===== src/rtl/pipe_stage_skid_pkg.sv =====
// Shared definitions for the skid-buffered pipeline stage: state encoding,
// the RISC-V NOP used as a bubble value, and a state-to-occupancy helper.
package pipe_stage_skid_pkg;

    typedef enum logic [1:0] {
        ST_EMPTY = 2'd0,
        ST_ONE   = 2'd1,
        ST_FULL  = 2'd2
    } state_t;

    // addi x0, x0, 0 -- bubble value for instruction-carrying stages
    localparam logic [31:0] NOP_INSN = 32'h0000_0013;

    function automatic logic [1:0] occupancy_of(state_t s);
        case (s)
            ST_ONE:  return 2'd1;
            ST_FULL: return 2'd2;
            default: return 2'd0;
        endcase
    endfunction

endpackage


===== src/rtl/pipe_stage_skid_if.sv =====
// Valid/ready handshake bundle for one pipeline stage: upstream side (in_*)
// and downstream side (out_*). The master drives the stage, the slave is the stage.
interface pipe_stage_skid_if #(
    parameter int DATA_WIDTH = 32
);
    logic                  in_valid;
    logic                  in_ready;
    logic [DATA_WIDTH-1:0] in_data;
    logic                  out_valid;
    logic                  out_ready;
    logic [DATA_WIDTH-1:0] out_data;

    modport master (
        output in_valid, in_data, out_ready,
        input  in_ready, out_valid, out_data
    );

    modport slave (
        input  in_valid, in_data, out_ready,
        output in_ready, out_valid, out_data
    );
endinterface


===== src/rtl/mux_2to1.sv =====
// Generic 2:1 data multiplexer: y = sel ? b : a.
module mux_2to1 #(
    parameter int WIDTH = 32
) (
    input  logic [WIDTH-1:0] a,
    input  logic [WIDTH-1:0] b,
    input  logic             sel,
    output logic [WIDTH-1:0] y
);
    assign y = sel ? b : a;
endmodule


===== src/rtl/pipe_stage_skid.sv =====
// Pipeline-stage register with valid/ready handshake, a 2-entry skid buffer
// (main + skid) and synchronous flush that inserts a RESET_VALUE bubble.
// in_ready depends only on state, so there is no combinational path from
// out_ready to in_ready.
module pipe_stage_skid
    import pipe_stage_skid_pkg::*;
#(
    parameter int                    DATA_WIDTH  = 32,
    parameter logic [DATA_WIDTH-1:0] RESET_VALUE = '0
) (
    input  logic                 clk,
    input  logic                 rst,
    input  logic                 flush,
    pipe_stage_skid_if.slave     bus,
    output logic [1:0]           occupancy
);

    state_t                state;
    state_t                state_next;
    logic                  skid_valid;
    logic                  in_fire;
    logic                  out_fire;
    logic                  drain;
    logic                  load_main;
    logic                  load_skid;
    logic [DATA_WIDTH-1:0] main_data;
    logic [DATA_WIDTH-1:0] skid_data;
    logic [DATA_WIDTH-1:0] main_src;

    assign in_fire  = bus.in_valid  & bus.in_ready;
    assign out_fire = bus.out_valid & bus.out_ready;

    // A FULL drain refills main from skid; every other main load takes in_data.
    assign drain     = skid_valid & out_fire;
    assign load_main = ((state == ST_EMPTY) & in_fire)
                     | ((state == ST_ONE) & in_fire & out_fire)
                     | drain;
    assign load_skid = (state == ST_ONE) & in_fire & ~out_fire;

    mux_2to1 #(
        .WIDTH (DATA_WIDTH)
    ) u_main_mux (
        .a   (bus.in_data),
        .b   (skid_data),
        .sel (drain),
        .y   (main_src)
    );

    // State register; reset returns to EMPTY.
    always_ff @(posedge clk) begin
        if (rst) state <= ST_EMPTY;
        else     state <= state_next;
    end

    // Next-state: flush beats every fire; skid-only (illegal) encoding recovers to EMPTY.
    always_comb begin
        state_next = state;
        if (flush) begin
            state_next = ST_EMPTY;
        end else begin
            case (state)
                ST_EMPTY: if (in_fire) state_next = ST_ONE;
                ST_ONE: begin
                    if (in_fire && !out_fire)      state_next = ST_FULL;
                    else if (!in_fire && out_fire) state_next = ST_EMPTY;
                end
                ST_FULL:  if (out_fire) state_next = ST_ONE;
                default:  state_next = ST_EMPTY;
            endcase
        end
    end

    // Outputs derived from registered state and data only.
    always_comb begin
        skid_valid    = (state == ST_FULL);
        bus.out_valid = (state == ST_ONE) || (state == ST_FULL);
        bus.in_ready  = (state != ST_FULL);
        bus.out_data  = main_data;
        occupancy     = occupancy_of(state);
    end

    // Payload registers; reset and flush both restore the bubble value.
    always_ff @(posedge clk) begin
        if (rst || flush) begin
            main_data <= RESET_VALUE;
            skid_data <= RESET_VALUE;
        end else begin
            if (load_main) main_data <= main_src;
            if (load_skid) skid_data <= bus.in_data;
        end
    end

endmodule

===== src/flat_wrapper.sv =====
// flat-port wrapper written by rule: the top's interface ports become plain ports
module pipe_stage_skid_flat import pipe_stage_skid_pkg::*;
#(
    parameter int                    DATA_WIDTH  = 32,
    parameter logic [DATA_WIDTH-1:0] RESET_VALUE = '0
)
  (clk, rst, flush, occupancy, bus_in_valid, bus_in_data, bus_out_ready, bus_in_ready, bus_out_valid, bus_out_data);
  pipe_stage_skid_if #(.DATA_WIDTH(DATA_WIDTH)) bus_i ();
  input  logic clk;
  input  logic rst;
  input  logic flush;
  output logic [1:0] occupancy;
  input wire logic [$bits(bus_i.in_valid)-1:0] bus_in_valid;
  input wire logic [$bits(bus_i.in_data)-1:0] bus_in_data;
  input wire logic [$bits(bus_i.out_ready)-1:0] bus_out_ready;
  output wire logic [$bits(bus_i.in_ready)-1:0] bus_in_ready;
  output wire logic [$bits(bus_i.out_valid)-1:0] bus_out_valid;
  output wire logic [$bits(bus_i.out_data)-1:0] bus_out_data;
  assign bus_i.in_valid = bus_in_valid;
  assign bus_i.in_data = bus_in_data;
  assign bus_i.out_ready = bus_out_ready;
  assign bus_in_ready = bus_i.in_ready;
  assign bus_out_valid = bus_i.out_valid;
  assign bus_out_data = bus_i.out_data;
  pipe_stage_skid #(.DATA_WIDTH(DATA_WIDTH), .RESET_VALUE(RESET_VALUE)) u_core (.clk(clk), .rst(rst), .flush(flush), .bus(bus_i), .occupancy(occupancy));
endmodule

===== config.mk =====
export PLATFORM = sky130hd
export DESIGN_NAME = pipe_stage_skid_flat
export DESIGN_NICKNAME = d
export VERILOG_FILES = /design/src/rtl/pipe_stage_skid_pkg.sv /design/src/rtl/pipe_stage_skid_if.sv /design/src/rtl/mux_2to1.sv /design/src/rtl/pipe_stage_skid.sv /design/src/flat_wrapper.sv
export SDC_FILE = /design/constraint.sdc
export NUM_CORES = 1
export LEC_CHECK = 0
export CORE_AREA = 2 2 62 107
export CTS_CLUSTER_DIAMETER = 100
export CTS_CLUSTER_SIZE = 28
export DETAILED_ROUTE_END_ITERATION = 8
export DIE_AREA = 0 0 64 109
export PLACE_DENSITY = 0.77
export SLEW_MARGIN = 40
export SYNTH_ARGS = -nofsm -noshare
export SYNTH_HDL_FRONTEND = slang
export SYNTH_SLANG_ARGS = --single-unit

===== constraint.sdc =====
create_clock -name clk -period 2.1 [get_ports clk]
set_input_delay 0.42 -clock clk [delete_from_list [all_inputs] [get_ports clk]]
set_output_delay 0.42 -clock clk [all_outputs]
set_load 0.02 [all_outputs]

==> impl_metrics.toml <==
[run_status]
status = "finished clean"

[power_and_ir_drop]
power.density_nw_per_um2 = 767
leakagePower_nw = 1.44
ir_worst_vdd_uv = 683

[clock_tree]
clockRootBuffer = "clkbuf_8"
clkTransAtPathRegs_ns = 0.07
htree_levels = 3
cts_num_sinks = 66
clk_path_buf_depth = 2
insertion_delay_ns = 0.35
cts_tree = "built"
cts_made_buffers = 9
post-cts-setup-buffers = 0

[floorplan]
die-height_microns = 109
fp.coreArea_sq_um = 6130
die_x_microns = 64
io_pins = 73
rows = 38
initial_utilization_pct = 46.4
die-area_sq_um = 6980

[sta]
fin_crit_sh_pct = 97.0
clock_skew_ns = 0.00562
drv_slew = 0
period_needed_ns = 2.04
setup_viol = 0
hold_viol_final = 0
slew_headroom_pct = 70.8
rsz0062_at_grt = "false"
fmax_ghz = 0.491
worst_slew_pin_slew_ns = 0.438

[final_layout]
fill_cells = 512
final_cell_count_no_fill = 502
nets = 460
diodes = 0
area_delta_synth_final_pct = 37.4
post-route-util_pct = 63.7
finish.instance_area_sq_um = 3910
drive_gt1_share_pct = 11.6

[yosys]
synthDistinctLibCells = 24
synth.net_count = 393
synth_flop_cell = "dfxtp_1"
yosysSeqAreaShare_pct = 46.5
synthCells = 350
yosys.area.top_type = "dfxtp_1"
yosys_warnings = 0
syn_avg_cell_area_sq_um = 8.13
ys_async_sr_fraction_pct = 0
ys_top_cells_by_area = "dfxtp_1 46%, nand2_1 13%, a311oi_1 7.4%, a21oi_1 5.8%, nand3_1 5.6%"
synth_top_area_share_pct = 46.5
ys_ff_latch = 66
synth_enable_flop_cells = 0
syn_area_sq_um = 2840

[critical_path]
path_cells = "buf_4 -> ha_1 -> clkdlybuf4s50_1"
reg2reg_slack_ns = 0.21
endpoint_kind = "output port"
start_kind = "flop"
critPathKind = "flop to output port"
cp_data_arrival_time_ns = 1.62
critPathBufInv = 2
critPathMaxFanout = 4
slowest_stage = "clkdlybuf4s50_1"
slowest_delay_ns = 0.61
critical_path.top_delay_family = "buffers and inverters"
required_ns = 1.68

[place]
place_congestion = 0.769
dp.cells = 486
place_area_sq_um = 3660
dp_hpwl_mm = 4.71
io_buffers = 72

[route]
drc_errors = 0
dr.pass1.iters = 4
vias = 2727
wirelength_mm = 7.14
postRouteAntennaNets = 0
via_per_inst = 5.43
avgRoutedWirePerCell_microns = 14.2
drtIter0Drc = 185

[grt]
grt_pass1_wl_mm = 11.4
grt_pass1_vias = 2459
grt_start_max_net_pins = 39
antenna_found_initial = 0
grt-ovfl-total = 0
track_usage_pct = 21.0

[run]
max_cap_viol_count = 0

[hold_path]
worstHoldPathType = "flop to flop"
==> final cells by class <==
type                       count  area (sq um)  area share [%]
sequential                    66          1320            33.8
clock inverter                 4          72.6            1.86
tap                           80           100            2.56
clock buffer                  12           165            4.23
inverter                       4          15.0           0.384
timing repair buffer          87           857            21.9
multi-input combinational    249          1380            35.2
==> cells in the final DEF (no fill, tap or decap) <==
cell type        instances
nand2_1                 99
bufinv_16                2
xnor2_1                  1
ha_2                     1
dlymetal6s2s_1           1
or2_2                    1
nor2_1                  34
dfxtp_1                 65
inv_1                    4
buf_4                   12
a21oi_1                 32
o211ai_4                 1
nand2b_1                 1
a311oi_1                24
ha_1                     5
clkinv_2                 1
clkbuf_2                 1
buf_2                    1
nand2_4                  1
clkinvlp_4               1
or2b_2                   1
a222oi_1                 1
or3_1                    2
nand3b_1                 1
dfxtp_2                  1
clkdlybuf4s50_1         68
nand3b_4                 1
a21oi_4                  1
buf_8                    1
clkbuf_8                12
buf_12                   2
dlygate4sd2_1            1
a311oi_2                 8
mux2i_1                  2
nand3_1                 32
==> registers in the layout (all words and copies together), names as in the netlist <==
register	count
u_core.state	2
u_core.skid_data	32
u_core.bus.out_data	32
==> cell usage after synthesis (4+ instances only) <==
| cell type | count |
|---|---|
| a21oi_1 | 33 |
| a311oi_1 | 24 |
| a311oi_2 | 8 |
| buf_2 | 11 |
| buf_4 | 4 |
| clkbuf_1 | 15 |
| dfxtp_1 | 66 |
| ha_1 | 6 |
| inv_1 | 4 |
| nand2_1 | 99 |
| nand3_1 | 32 |
| nor2_1 | 34 |
==> cell families after synthesis <==
family / after synthesis / share of synthesized area, %
buffers and inverters: 35 / 5.63
AOI/OAI and AO/OA: 67 / 18.5
and+or+nand+nor: 173 / 25.7
xor gates and xnor gates: 1 / 0.308
adders and majority gates: 6 / 2.64
DFF: 66 / 46.5
muxes: 2 / 0.704
==> repair_timing <==
action / CTS / global route
cloned: 0 / 0
hold buffers: 0 / 0
setup endpoints to repair: 2 / 35
resized for setup: 2 / 7
==> power breakdown <==
| part | switching, mW | internal, mW | leakage (nW) |
|---|---|---|---|
| registers | 0.0221 | 1.29 | 0.537 |
| clock network | 0.485 | 0.763 | 0.119 |
| logic | 0.235 | 0.201 | 0.782 |
==> worst paths after layout <==
path / start / end / cells after the start
worst max-delay path: u_core.state[0] / occupancy[0] / 3
worst min-delay path: u_core.skid_data[26] / u_core.skid_data[26] / 2
worst max register to register: u_core.state[0] / u_core.bus.out_data[12] / 8
worst min register to register: u_core.skid_data[26] / u_core.skid_data[26] / 2
==> tightest hold or removal path: cells and delay by family, from the launching register on <==
family,cells,cell delay [ns]
and+or+nand+nor,1,0.05
AOI/OAI and AO/OA,1,0.05
DFF,1,0.31
==> routing by layer <==
layer	global-route usage [%]	vias up	wire length [microns]
li1	-	1332	-
met1	23.9	1307	2900
met2	36.2	72	3710
met3	5.37	16	332
met4	10.2	0	201
met5	0	-	0
==> per-stage QoR <==
stage / total power, mW / hold slack, ns / setup TNS [ns] / worst slack (ns)
6_report: 3.00 / 0.456 / 0 / 0.0626
4_1_cts: 3.02 / 0.456 / 0 / 0.00461
5_1_grt: 3.10 / 0.472 / 0 / 0.0288
3_5_place_dp: 1.78 / 0.447 / -0.157 / -0.0956
3_3_place_gp: 1.77 / 0.442 / -0.0457 / -0.0236
2_1_floorplan: 1.57 / 0.437 / 0 / 0.0385
Note: power is estimated with default switching activity, not from simulation.
